===== src/rtl/clk_gen_ctrl.sv =====
`default_nettype none
// ============================================================================
// Module      : clk_gen_ctrl
// Description : CPU clock control. A free-running divider feeds a run/step/halt
//               controller with a debounced single-step button. It drives a
//               one-cycle enable pulse, a toggling CPU clock and a pulse count.
//               Optional BURST mode is built when CLK_GEN_BURST_EN is defined.
// Revision    : 1.0 - initial release
// ============================================================================
module clk_gen_ctrl #(
    parameter int CNT_W     = 32,
    parameter int TAP_W     = 5,
    parameter int DB_CYCLES = 1000000,
    parameter int DB_W      = 20
) (
    input  logic             i_clk,
    input  logic             i_rst_n,
    input  logic [1:0]       i_mode,
    input  logic [TAP_W-1:0] i_tap,
    input  logic             i_step_btn,
`ifdef CLK_GEN_BURST_EN
    input  logic [7:0]       i_burst_len,
`endif
    output logic             o_clk_en,
    output logic             o_clk_cpu,
    output logic [31:0]      o_en_cnt
);

    localparam logic [1:0] c_MODE_RUN   = 2'b01;
    localparam logic [1:0] c_MODE_STEP  = 2'b10;
`ifdef CLK_GEN_BURST_EN
    localparam logic [1:0] c_MODE_BURST = 2'b11;
`endif

    localparam logic [2:0] c_ST_IDLE       = 3'd0;
    localparam logic [2:0] c_ST_PRESS_WAIT = 3'd1;
    localparam logic [2:0] c_ST_PRESSED    = 3'd2;
    localparam logic [2:0] c_ST_HOLD       = 3'd3;
    localparam logic [2:0] c_ST_REL_WAIT   = 3'd4;

    localparam logic [TAP_W-1:0] c_TAP_MAX = TAP_W'(CNT_W - 1);
    localparam logic [DB_W-1:0]  c_DB_LAST = DB_W'(DB_CYCLES);

    logic [CNT_W-1:0] r_cnt;
    logic [CNT_W-1:0] w_mask;
    logic [TAP_W-1:0] w_tap_eff;
    logic             w_tick;

    logic             r_sync1;
    logic             r_btn_s;

    logic [2:0]       r_state;
    logic [2:0]       w_state_nxt;
    logic [DB_W-1:0]  r_db;
    logic [DB_W-1:0]  w_db_nxt;
    logic [DB_W-1:0]  w_db_inc;
    logic             w_step_req;

    logic             w_en_nxt;
    logic             r_clk_en;
    logic             r_clk_cpu;
    logic [31:0]      r_en_cnt;

    // ------------------------------------------------------------------------
    // Free-running divider; tick when the low TAP_eff+1 bits are all ones.
    // ------------------------------------------------------------------------
    always_ff @(posedge i_clk) begin
        if (!i_rst_n) begin
            r_cnt <= '0;
        end else begin
            r_cnt <= r_cnt + CNT_W'(1);
        end
    end

    assign w_tap_eff = (i_tap > c_TAP_MAX) ? c_TAP_MAX : i_tap;

    genvar gi;
    generate
        for (gi = 0; gi < CNT_W; gi++) begin : g_mask
            assign w_mask[gi] = (TAP_W'(gi) <= w_tap_eff);
        end
    endgenerate

    assign w_tick = &(r_cnt | ~w_mask);

    // ------------------------------------------------------------------------
    // Button synchronizer
    // ------------------------------------------------------------------------
    always_ff @(posedge i_clk) begin
        if (!i_rst_n) begin
            r_sync1 <= 1'b0;
            r_btn_s <= 1'b0;
        end else begin
            r_sync1 <= i_step_btn;
            r_btn_s <= r_sync1;
        end
    end

    // ------------------------------------------------------------------------
    // Debounce FSM: state register, next-state logic, output decode
    // ------------------------------------------------------------------------
    always_ff @(posedge i_clk) begin
        if (!i_rst_n) begin
            r_state <= c_ST_IDLE;
            r_db    <= '0;
        end else begin
            r_state <= w_state_nxt;
            r_db    <= w_db_nxt;
        end
    end

    assign w_db_inc = r_db + DB_W'(1);

    // r_db counts stable synced cycles including the one that entered the wait state.
    always_comb begin
        w_state_nxt = r_state;
        w_db_nxt    = r_db;
        case (r_state)
            c_ST_IDLE: begin
                if (r_btn_s) begin
                    w_state_nxt = c_ST_PRESS_WAIT;
                    w_db_nxt    = DB_W'(1);
                end
            end
            c_ST_PRESS_WAIT: begin
                if (r_btn_s) begin
                    w_db_nxt = w_db_inc;
                    if (w_db_inc == c_DB_LAST) begin
                        w_state_nxt = c_ST_PRESSED;
                    end
                end else begin
                    w_state_nxt = c_ST_IDLE;
                end
            end
            c_ST_PRESSED: begin
                w_state_nxt = c_ST_HOLD;
            end
            c_ST_HOLD: begin
                if (!r_btn_s) begin
                    w_state_nxt = c_ST_REL_WAIT;
                    w_db_nxt    = DB_W'(1);
                end
            end
            c_ST_REL_WAIT: begin
                if (!r_btn_s) begin
                    w_db_nxt = w_db_inc;
                    if (w_db_inc == c_DB_LAST) begin
                        w_state_nxt = c_ST_IDLE;
                    end
                end else begin
                    w_state_nxt = c_ST_HOLD;
                end
            end
            default: begin
                w_state_nxt = c_ST_IDLE;
                w_db_nxt    = '0;
            end
        endcase
    end

    always_comb begin
        w_step_req = (r_state == c_ST_PRESSED);
    end

`ifdef CLK_GEN_BURST_EN
    // ------------------------------------------------------------------------
    // Burst remaining-pulse counter; a request is only accepted when idle.
    // ------------------------------------------------------------------------
    logic [7:0] r_rem;

    always_ff @(posedge i_clk) begin
        if (!i_rst_n) begin
            r_rem <= 8'd0;
        end else if (i_mode != c_MODE_BURST) begin
            r_rem <= 8'd0;
        end else if (r_rem != 8'd0) begin
            if (w_tick) begin
                r_rem <= r_rem - 8'd1;
            end
        end else if (w_step_req) begin
            r_rem <= (i_burst_len == 8'd0) ? 8'd1 : i_burst_len;
        end
    end
`endif

    // ------------------------------------------------------------------------
    // Enable decision uses the MODE sampled in the same cycle as the tick/request.
    // ------------------------------------------------------------------------
    always_comb begin
        w_en_nxt = 1'b0;
        case (i_mode)
            c_MODE_RUN:   w_en_nxt = w_tick;
            c_MODE_STEP:  w_en_nxt = w_step_req;
`ifdef CLK_GEN_BURST_EN
            c_MODE_BURST: w_en_nxt = w_tick && (r_rem != 8'd0);
`endif
            default:      w_en_nxt = 1'b0;
        endcase
    end

    always_ff @(posedge i_clk) begin
        if (!i_rst_n) begin
            r_clk_en  <= 1'b0;
            r_clk_cpu <= 1'b0;
            r_en_cnt  <= 32'd0;
        end else begin
            r_clk_en <= w_en_nxt;
            if (r_clk_en) begin
                r_clk_cpu <= ~r_clk_cpu;
                r_en_cnt  <= r_en_cnt + 32'd1;
            end
        end
    end

    assign o_clk_en  = r_clk_en;
    assign o_clk_cpu = r_clk_cpu;
    assign o_en_cnt  = r_en_cnt;

endmodule
`default_nettype wire


===== config.mk =====
export PLATFORM = sky130hd
export DESIGN_NAME = clk_gen_ctrl
export DESIGN_NICKNAME = d
export VERILOG_FILES = /design/src/rtl/clk_gen_ctrl.sv
export SDC_FILE = /design/constraint.sdc
export NUM_CORES = 1
export LEC_CHECK = 0
export BUFFER_PORTS_ARGS = -buffer_cell sky130_fd_sc_hd__clkbuf_2
export CAP_MARGIN = 20
export CELL_PAD_IN_SITES_DETAIL_PLACEMENT = 0
export CELL_PAD_IN_SITES_GLOBAL_PLACEMENT = 2
export CORE_ASPECT_RATIO = 1.75
export CORE_MARGIN = 5
export CORE_UTILIZATION = 32
export DETAILED_ROUTE_END_ITERATION = 16
export GPL_TIMING_DRIVEN = 0
export PLACE_DENSITY_LB_ADDON = 0.1
export SLEW_MARGIN = 20
export SYNTH_ARGS = -nofsm -noshare
export SYNTH_HDL_FRONTEND = slang
export SYNTH_SLANG_ARGS = --single-unit

===== constraint.sdc =====
create_clock -name i_clk -period 2.3 [get_ports i_clk]
set_input_delay 0.115 -clock i_clk [delete_from_list [all_inputs] [get_ports i_clk]]
set_output_delay 0.115 -clock i_clk [all_outputs]
set_load 0.01 [all_outputs]

Word level (Yosys, flattened, before mapping) --
Cells that the tools add are included. Widths: inputs -> output; s select.
Storage, ports and cells: input port bits 10, output and inout port bits 34, flip-flop bits (word level) 91, word-level logic and storage cells 79
Operators by class: magnitude comparators 33, bitwise gates (word level) 4, mux-type cells 14, eq/ne operators 13, add/subtract/negate cells 3, reductions and logical operators 4
Operator list (number):
- $pmux 20 s5 | 1
- $le 5x5->1 const A | 16
- $mux 20 | 4
- $add 32x1->32 const B | 2
- $le 4x5->1 const A | 8
- $not 32->32 | 1
- $or 32x32->32 | 1
- $reduce_and 32->1 | 1
- $add 20x1->20 const B | 1
- $eq 20x20->1 const B | 1
- $le 3x5->1 const A | 4
- $mux 3 | 6
- $pmux 3 s5 | 1
- $le 1x5->1 const A | 2
- $le 2x5->1 const A | 2
- $ne 2x2->1 const B | 4
- $eq 3x2->1 const B | 2
- $ne 3x3->1 const B | 2
- $gt 5x5->1 const B | 1
- $mux 5 | 1
- $reduce_and 5->1 | 1
- $reduce_and 4->1 | 1
- $eq 3x1->1 const B | 1
- $eq 3x3->1 const B | 1
- 5 further kinds | 6

Depth between registers and ports, before layout --
depth in word-level cells 7, mapped depth 9, gate-level depth less buffers 8

Worst setup path before layout --
No wires, ideal clock.
kind register to register, from reg r_db[0], to reg r_state[0], setup time 0.086 ns, period minus slack after synthesis 2.255 ns, data arrival time 2.169 ns, setup slack 0.045 ns, data required time 2.214 ns, buffers on the path 0, stages on the path, launching flop included 7, cells stage by stage dfxtp_1 -> nand3_1 -> or4b_1 -> a221oi_2 -> o211ai_1 -> or4_1 -> a211oi_1
On the way: word-level cells in the longest chain between the ends 4, elaborated cells between the ends (all ways) 5, classes of those cells 1 x add/sub; 3 x eq/ne; 1 x reduce/logical
RTL lines:
- start: declaration | RTL line 54 | logic [DB_W-1:0] r_db;
- start signal: assignment | RTL line 108 | r_db <= w_db_nxt;
- $add 20x1->20 (*) | RTL line 112 | assign w_db_inc = r_db + DB_W'(1);
- $eq 20x20->1 (*) | RTL line 128, 147
- $ne 3x3->1 (no line)
- $reduce_and 4->1 (no line) (*)
- end signal: assignment | RTL line 104 | r_state <= c_ST_IDLE;
- end signal: assignment | RTL line 107 | r_state <= w_state_nxt;
- end: declaration | RTL line 52 | logic [2:0] r_state;
Mark *: on every way between the ends. The rest lies on a longest branch, timed or not. A chain may end at the register's enable or synchronous reset.

Worst setup path after layout --
from reg r_db[2], to reg r_state[0]
Same word-level chain as after synthesis.

==> impl_metrics.toml <==
[routing]
drt-met1-wl_mm = 5.56
dr.pass1.iters = 4
drc = 0
post_drt_wl_per_cell_um = 17.1
drt_wl_total_mm = 14.3
vias_per_cell = 5.36
top_layer = "met4"
drtIter0Drc = 175
detail-route-antenna-nets = 0
vias = 4487
met3_length_um = 338
wl_met2_mm = 8.16

[worst_setup_path]
required_ns = 2.56
critPathCaptureType = "register"
start_kind = "register"
crit_type = "register to register"
reg2regPathDepth = 7
worstPathArrival_ns = 2.58
worst-path-buf-inv = 1
cp_top_family = "simple AND/OR/NAND/NOR gates"
rr_startpoint = "r_db[2]$_SDFFE_PN0P_"
startpoint = "r_db[2]$_SDFFE_PN0P_"
slowest_delay_ns = 0.53
crit_end = "r_state[0]$_SDFFE_PN0P_"
cp_max_fo = 10
path_cells = "buf_6 > nand3_2 > or4b_4 > a221oi_2 > o211ai_1 > or4_4 > a211oi_2"
reg2reg_slack_ns = -0.03
reg2reg_to = "r_state[0]$_SDFFE_PN0P_"
cp_slowest_cell = "or4b_4"
path_depth = 7

[die]
initial_core_util_pct = 32.3
die_h_um = 171
dieArea_um2 = 17500
fp.dieW_um = 102
core_um2 = 14800
boundaryPins = 44
rows = 59

[logic_synthesis]
synth-async-reset-ratio_pct = 0
synth_top_cell_by_area = "dfxtp_1"
synth_edf_count = 0
synth-seq-cells = 91
synth.most_common_cell = "dfxtp_1"
syn_area_per_cell_um2 = 7.99
synth_common_cells = "dfxtp_1, nor2_1, nand2_1"
synth_cells = 597
muxShareOfSynthArea_pct = 0.210
synth_nets = 612
synth-compound-area-share_pct = 15.0
synthAdderAreaFrac_pct = 1.31
synth_top_area_share_pct = 38.2
synth_area_um2 = 4770
synth_xor_area_share_pct = 11.0
synth_area_leaders = "dfxtp_1, nor2_1, xor2_1"
netlist-cell-type-count = 57
synth-simple-area-share_pct = 30.8
ys_warn_count = 0
synth_ff_type = "dfxtp_1"
yosysSeqAreaShare_pct = 38.2
synth_top_family_by_area = "simple AND/OR/NAND/NOR gates"

[sta]
rsz0062_at_grt = "true"
layout_setup_ws_ns = -0.0267
hold_slack_ns = 0.218
finalMaxSlewViolations = 0
finalHoldViolations = 0
period_needed_ns = 2.33
worst_slew_pin_slew_ns = 0.737
fin_crit_sh_pct = 101
fin_skew_ns = 0.00818
max_freq_mhz = 430
finalSetupViolations = 1
max_slew_margin_pct = 50.9

[place]
place_area_um2 = 5190
port_buffers = 39
gp_congestion = 0.818
hpwl_mm = 10.8

[power_and_ir_drop]
pwr_density_cell_nw_per_um2 = 570
power.leakage_nw = 2.07
switching_power_mw = 0.753
pwr-share-clk_pct = 46.9
switching_share_pct = 23.2
p_int_mw = 2.50
ir_drop_mv = 0.307
p_seq_share_pct = 49.0
power.combinational.fraction_pct = 4.1

[run_status]
status = "finished with violations"
failed_checks = "setup timing"

[global_routing]
grt_usage_pct = 16.8
grt_max_degree = 16
first_global_vias = 4495
overflow = 0
antenna_found_initial = 0
grt_pass1_wl_mm = 23.1

[final_layout]
drive_gt1_share_pct = 15.0
stdcell_area_um2 = 5710
area_delta_synth_final_pct = 19.7
antennaDiodeCount = 0
layout.nets = 664
nFillCells = 1569

[clocking]
cts_buffers = 9
clkSlewWorstSetupHoldPaths_ns = 0.07
cts_tree = "yes"
clock-sinks = 91
h-tree-depth = 3
root_buffer = "clkbuf_16"
clockBufferDepth = 2
clk_latency_ns = 0.34

[run]
cap_violations = 0

[hold_path]
hold_class = "input port to register"
-- worst min-delay path by stage --
| stage | start | to | slack, ns | depth (start not counted) |
|---|---|---|---|---|
| 6_report | i_rst_n | r_db[4]$_SDFFE_PN0P_ | 0.22 | 3 |
| 5_1_grt | i_mode[1] | o_clk_en$_SDFF_PN0_ | 0.27 | 4 |
| 4_1_cts | i_rst_n | r_db[4]$_SDFFE_PN0P_ | 0.21 | 3 |
| 3_5_place_dp | i_step_btn | r_sync1$_SDFF_PN0_ | 0.33 | 2 |
| 3_3_place_gp | i_step_btn | r_sync1$_SDFF_PN0_ | 0.33 | 2 |
| 2_1_floorplan | i_step_btn | r_sync1$_SDFF_PN0_ | 0.24 | 1 |
-- cell type report --
class / count / area (µm²) / area share (%)
Sequential cell: 91 / 1840 / 32.2
Multi-Input combinational cell: 464 / 2920 / 51.2
Tap cell: 183 / 229 / 4.01
Buffer: 25 / 116 / 2.04
Inverter: 12 / 45.0 / 0.789
Clock buffer: 11 / 243 / 4.25
Clock inverter: 5 / 61.3 / 1.07
Timing Repair Buffer: 46 / 250 / 4.39
-- kinds of logic after synthesis --
logic type                 Yosys count
muxes                                1
xor gates and xnor gates            60
adders and majority gates            5
DFF                                 91
and+or+nand+nor                    282
AOI/OAI and AO/OA                  116
buffers and inverters               42
-- what timing repair did --
action	4_1_cts	5_1_grt
setup buffers	2	4
hold endpoints to repair	1	0
hold buffers	1	0
gates resized for setup	20	23
setup endpoints to repair	30	22
pin swaps	1	9
-- stage by stage --
| stage | power, mW | utilization [%] | instances | setup TNS (ns) | setup slack, ns |
|---|---|---|---|---|---|
| 2_1_floorplan | 1.71 | - | 597 | 0 | 0.0450 |
| 4_1_cts | 3.32 | 37.9 | 836 | -0.177 | -0.149 |
| 6_report | 3.25 | 38.6 | 837 | -0.0267 | -0.0267 |
| 3_3_place_gp | 1.77 | 35.2 | 819 | -5.55 | -0.533 |
| 3_5_place_dp | 1.77 | 35.2 | 819 | -5.30 | -0.540 |
| 5_1_grt | 3.39 | 38.6 | 837 | -0.139 | -0.139 |
-- worst register-to-register path, delay by kind of cell (launching register included) --
kind | cells | cell delay [ns]
buffers and inverters | 1 | 0.14
and+or+nand+nor | 3 | 1.10
AOI/OAI and AO/OA | 3 | 0.67
DFF | 1 | 0.34
-- cell usage in the layout, fill, tap and decap left out, types with 4 or more instances in the layout --
| master | count |
|---|---|
| buf_4 | 6 |
| nand4_1 | 23 |
| nor3_1 | 11 |
| nand3b_1 | 5 |
| clkbuf_1 | 17 |
| nand3_1 | 34 |
| nand2b_1 | 5 |
| xnor2_1 | 25 |
| clkbuf_16 | 9 |
| o21ai_0 | 33 |
| xor2_1 | 35 |
| nand2_1 | 39 |
| and4_1 | 13 |
| a31oi_1 | 5 |
| dfxtp_1 | 85 |
| and2_1 | 14 |
| ha_1 | 4 |
| nor4_4 | 4 |
| a21o_1 | 6 |
| clkbuf_2 | 43 |
| and3_1 | 8 |
| a21oi_1 | 37 |
| o211ai_1 | 4 |
| inv_1 | 12 |
| nor2_1 | 87 |
| or3_1 | 12 |
| a22oi_1 | 4 |
-- flip-flops by register name (all words and copies together), names as in the netlist --
name and count:
r_sync1 1, o_clk_en 1, r_btn_s 1, r_cnt 32, r_state 3, r_db 20
o_en_cnt 32, o_clk_cpu 1
-- power groups by stage --
stage                     Combinational (mW)  Clock [mW]  Sequential (mW)
final                                  0.134        1.53             1.59
after CTS                              0.136        1.59             1.59
after global routing                   0.151        1.64             1.59
after detailed placement               0.134           0             1.63
after floorplan                       0.0853           0             1.63
after global placement                 0.134           0             1.63
-- per-layer routing --
metal | GRT usage, % | vias up
li1 | - | 2236
met1 | 17.2 | 2177
met2 | 33.7 | 57
met3 | 2.44 | 17
met4 | 5.43 | 0
met5 | 0 | -
Note: power is estimated with default switching activity, not from simulation.
